## src/rtl/serial_tx_shifter.sv

```systemverilog
// serial_tx_shifter: parallel-in, serial-out MSB-first transmitter with optional even-parity bit.
// Latency: first frame bit one cycle after accept; done_o one cycle after the last frame bit.
// Backpressure: ready_o low while a frame is in flight; valid_i/data_i are ignored until IDLE.
//
// Ports:
//   clk          rising-edge clock
//   reset        synchronous active-low reset
//   data_i       WIDTH-bit word, sampled on an accepted handshake
//   valid_i      request to send data_i
//   ready_o      high in IDLE (decode of the state register)
//   serial_o     registered serial bit, 0 when no frame bit is on the wire
//   bit_valid_o  registered, high in every data or parity bit cycle
//   sof_o        registered, high only with the MSB
//   done_o       registered, one-cycle pulse after the last frame bit
module serial_tx_shifter #(
  parameter int WIDTH  = 8,
  parameter int PARITY = 0
) (
  input  logic             clk,
  input  logic             reset,
  input  logic [WIDTH-1:0] data_i,
  input  logic             valid_i,
  output logic             ready_o,
  output logic             serial_o,
  output logic             bit_valid_o,
  output logic             sof_o,
  output logic             done_o
);

  localparam int CW = (WIDTH > 1) ? $clog2(WIDTH) : 1;

  typedef enum logic [1:0] {
    IDLE = 2'd0,
    DATA = 2'd1,
    PAR  = 2'd2
  } state_t;

  state_t           state_q, state_d;
  logic [WIDTH-1:0] shift_q, shift_d;
  logic [CW-1:0]    cnt_q, cnt_d;
  logic             par_q, par_d;
  logic             serial_q, serial_d;
  logic             bit_valid_q, bit_valid_d;
  logic             sof_q, sof_d;
  logic             done_q, done_d;

  assign ready_o     = (state_q == IDLE);
  assign serial_o    = serial_q;
  assign bit_valid_o = bit_valid_q;
  assign sof_o       = sof_q;
  assign done_o      = done_q;

  // The serial output is registered, so each branch computes the bit that
  // will be on the wire in the *next* cycle. In DATA, serial_q always equals
  // shift_q's MSB, hence the next bit is shift_q[WIDTH-2].
  always_comb begin
    state_d     = state_q;
    shift_d     = shift_q;
    cnt_d       = cnt_q;
    par_d       = par_q;
    serial_d    = 1'b0;
    bit_valid_d = 1'b0;
    sof_d       = 1'b0;
    done_d      = 1'b0;
    case (state_q)
      IDLE: begin
        if (valid_i) begin
          state_d     = DATA;
          shift_d     = data_i;
          cnt_d       = CW'(WIDTH - 1);
          par_d       = ^data_i;
          serial_d    = data_i[WIDTH-1];
          bit_valid_d = 1'b1;
          sof_d       = 1'b1;
        end
      end
      DATA: begin
        shift_d = shift_q << 1;
        if (cnt_q != '0) begin
          cnt_d       = cnt_q - 1'b1;
          serial_d    = shift_q[WIDTH-2];
          bit_valid_d = 1'b1;
        end else if (PARITY != 0) begin
          state_d     = PAR;
          serial_d    = par_q;
          bit_valid_d = 1'b1;
        end else begin
          state_d = IDLE;
          done_d  = 1'b1;
        end
      end
      PAR: begin
        state_d = IDLE;
        done_d  = 1'b1;
      end
      default: state_d = IDLE;
    endcase
  end

  always_ff @(posedge clk) begin
    if (!reset) begin
      state_q     <= IDLE;
      shift_q     <= '0;
      cnt_q       <= '0;
      par_q       <= 1'b0;
      serial_q    <= 1'b0;
      bit_valid_q <= 1'b0;
      sof_q       <= 1'b0;
      done_q      <= 1'b0;
    end else begin
      state_q     <= state_d;
      shift_q     <= shift_d;
      cnt_q       <= cnt_d;
      par_q       <= par_d;
      serial_q    <= serial_d;
      bit_valid_q <= bit_valid_d;
      sof_q       <= sof_d;
      done_q      <= done_d;
    end
  end

endmodule

```

## config.mk

```make
export PLATFORM = sky130hd
export DESIGN_NAME = serial_tx_shifter
export DESIGN_NICKNAME = d
export VERILOG_FILES = /design/src/rtl/serial_tx_shifter.sv
export SDC_FILE = /design/constraint.sdc
export NUM_CORES = 1
export LEC_CHECK = 0
export CORE_MARGIN = 1.5
export CORE_UTILIZATION = 30
export CTS_BUF_LIST = sky130_fd_sc_hd__clkbuf_16
export DETAILED_ROUTE_END_ITERATION = 7
export PLACE_DENSITY_LB_ADDON = 0.25
export SLEW_MARGIN = 0
export SYNTH_ARGS = -nofsm -noshare
export SYNTH_HDL_FRONTEND = slang
export SYNTH_SLANG_ARGS = --single-unit
```

## constraint.sdc

```tcl
create_clock -name clk -period 1.6 [get_ports clk]
set_clock_uncertainty 0.1 [all_clocks]
set_input_delay 0.32 -clock clk [delete_from_list [all_inputs] [get_ports clk]]
set_output_delay 0.32 -clock clk [all_outputs]
set_load 0.05 [all_outputs]
```

==> results of run 1 <==
-- path summary, 6_finish.rpt --
check	endpoint	cells past startpoint
setup reg to reg	cnt_q[1]	5
hold / removal	cnt_q[0]	1
setup / recovery	ready_o	2
hold reg to reg	cnt_q[0]	1
-- synthesized netlist by cell type --
master / n
inv_4: 1
ha_1: 2
o21ba_2: 1
o21ai_0: 6
dfxtp_1: 15
and3_1: 3
buf_4: 1
clkbuf_2: 1
o221a_2: 1
buf_6: 2
nor2_1: 3
a21oi_2: 1
nor2b_4: 1
nor2b_1: 1
nor4b_2: 1
inv_1: 2
mux2_2: 1
a21oi_1: 6
o31a_1: 1
and2_1: 3
mux2i_1: 6
o22ai_1: 1
o31ai_1: 1
nand2_1: 3
-- registers in the layout (all words and copies together) (netlist names) --
| name | cells |
|---|---|
| serial_o | 1 |
| shift_q | 7 |
| state_q | 1 |
| cnt_q | 3 |
| sof_o | 1 |
| bit_valid_o | 1 |
| done_o | 1 |
-- kinds of logic (layout without fill, tap and decap cells) --
group	count (synthesis)	count (layout)	synth area share (%)
AO/OA/AOI/OAI	18	18	17.2
flip-flops	15	15	46.0
AND/OR/NAND/NOR	15	15	14.6
multiplexers	7	7	10.9
buffers and inverters	7	25	7.47
adder cells (fa/ha/maj)	2	2	3.83
-- per-layer routing --
metal / vias to the layer above / GRT usage [%]
li1: 260 / -
met1: 215 / 11.1
met2: 8 / 18.9
met3: 2 / 2.73
met4: 0 / 5.56
met5: - / 0
-- placed cells by master, fill, tap and decap left out, types with 2 or more instances in the layout --
cell type,count
inv_1,2
clkdlybuf4s50_1,10
buf_12,5
and3_1,3
dfxtp_1,15
and2_1,3
ha_1,2
clkbuf_16,3
nor2_1,3
a21oi_1,6
buf_4,3
mux2i_1,6
o21ai_0,6
nand2_1,3
-- where the power goes --
group	total, mW	internal (mW)	switching, mW
Combinational	0.213	0.113	0.0999
Sequential	0.438	0.411	0.0271
Clock	0.475	0.333	0.142
Total	1.13	0.857	0.270
-- final cells by class --
class	count	area (µm²)	area share, %
multi-input cells	42	304	31.8
flip-flops and latches	15	300	31.5
repair buffers	18	223	23.3
clock buffers	3	75.1	7.86
well taps	27	33.8	3.54
inverters	3	13.8	1.44
clock inverters	1	5.00	0.524
-- through the flow --
step	setup TNS (ns)	hold slack (ns)	setup slack, ns
floorplan	0	0.358	0.328
global placement	0	0.366	0.0172
detailed placement	-0.0138	0.378	-0.0138
CTS	0	0.390	0.106
global route	0	0.404	0.0290
finish	0	0.392	0.105
==> results.cfg, run 1 <==
[status]
status = completed

[sta]
worstMarginPinSlew_ns = 0.442
timing.final.crit_share_pct = 93.4
rsz0062_at_grt = no
final_max_slew_viol_count = 0
fin_crit_ns = 1.49
setup_viol = 0
max_freq_ghz = 0.669
relSlewSlack_pct = 70.5
hold_violations = 0

[final_layout]
n_fill_cell = 186
instances_no_fill = 109
fin_nets = 96
layout-drive-gt1-share_pct = 23.2
stdcell_area_um2 = 955
utilization_pct = 47.7
diodes = 0
area.growth.synth_to_final_pct = 46.2

[grt]
grt_max_degree = 18
track_usage_pct = 10.5
grt_pass1_wl_mm = 1.96
antenna_found_initial = 0
overflow = 0
first_global_vias = 474

[logic_synthesis]
synth_area_um2 = 653
synth_top_area_share_pct = 46.0
synthesis.nets = 77
synth_area_leaders = dfxtp_1, mux2i_1, a21oi_1
synth_cell_types = 24
yosysSeqAreaShare_pct = 46.0
avgSynthCellArea_um2 = 10.2
synth_area_leader_cell = dfxtp_1
synthCells = 64
synth-seq-cells = 15
yosys_warnings = 0

[route]
routed.top_layer = met4
wl_mm = 1.12
drt_first_pass_iters = 4
routedWlPerCell_um = 10.3
drcViolationCount = 0
wl_met2_um = 568
via_per_inst = 4.45
first_iter_violations = 9
route.vias.total = 485
wl_met3_um = 34
antenna_left = 0
wl_met1_um = 501

[placement]
dp_cells = 105
io_buffers = 15
hpwl_um = 808
placed_cell_area_um2 = 875
place.gp.congestion = 0.623

[worst_setup_path]
crit_start = state_q[0]
max_stage_delay_ns = 0.50
crit_chain = inv_4 > buf_12
rrSetupSlack_ns = 0.20
regToRegStartpoint = cnt_q[0]
cp.required_ns = 1.18
path_buf_inv = 2
crit_type = register to output pin
cp_top_family = flip-flops
cp-end-kind = output pin
crit_path_start_kind = register
arrival_ns = 1.07
critPathSlowestCell = dfxtp_1
crit_path_max_fanout = 17

[floorplan]
initial_utilization_pct = 32.6
dieWidth_um = 49.7
rows = 16
core_um2 = 2000
die_h_um = 49.7
die-area_um2 = 2470
ioPinCount = 16

[cts]
clock_latency_ns = 0.24
cts_root_buf = clkbuf_16
hold_buffers = 0
cts.sink_count = 15
clk_pin_slew_worst_paths_ns = 0.05
cts_made_buffers = 3
cts_setup_buffers = 0
cts_tree = done
h-tree-depth = 1
post_cts_resized = 0
cts_buffer_depth = 2

[run]
maxCapViolCount = 0

[power_and_ir_drop]
p_per_area_nw_per_um2 = 1180
ir_drop_mv = 0.883
power.leakage_nw = 0.403
power_mw = 1.13

[worst_hold_path]
min-delay-start = cnt_q[0]
hp-class = register to register
Note: power is estimated with default switching activity, not from simulation.
==> inputs of run 2 (changes only) <==
--- a/config.mk
+++ b/config.mk
@@ -10,7 +10,7 @@
 export CTS_BUF_LIST = sky130_fd_sc_hd__clkbuf_16
 export DETAILED_ROUTE_END_ITERATION = 7
 export PLACE_DENSITY_LB_ADDON = 0.25
-export SLEW_MARGIN = 0
+export SLEW_MARGIN = 10
 export SYNTH_ARGS = -nofsm -noshare
 export SYNTH_HDL_FRONTEND = slang
 export SYNTH_SLANG_ARGS = --single-unit
==> results of run 2 <==
Final layout, timing and power as in run 1 (identical DEF).
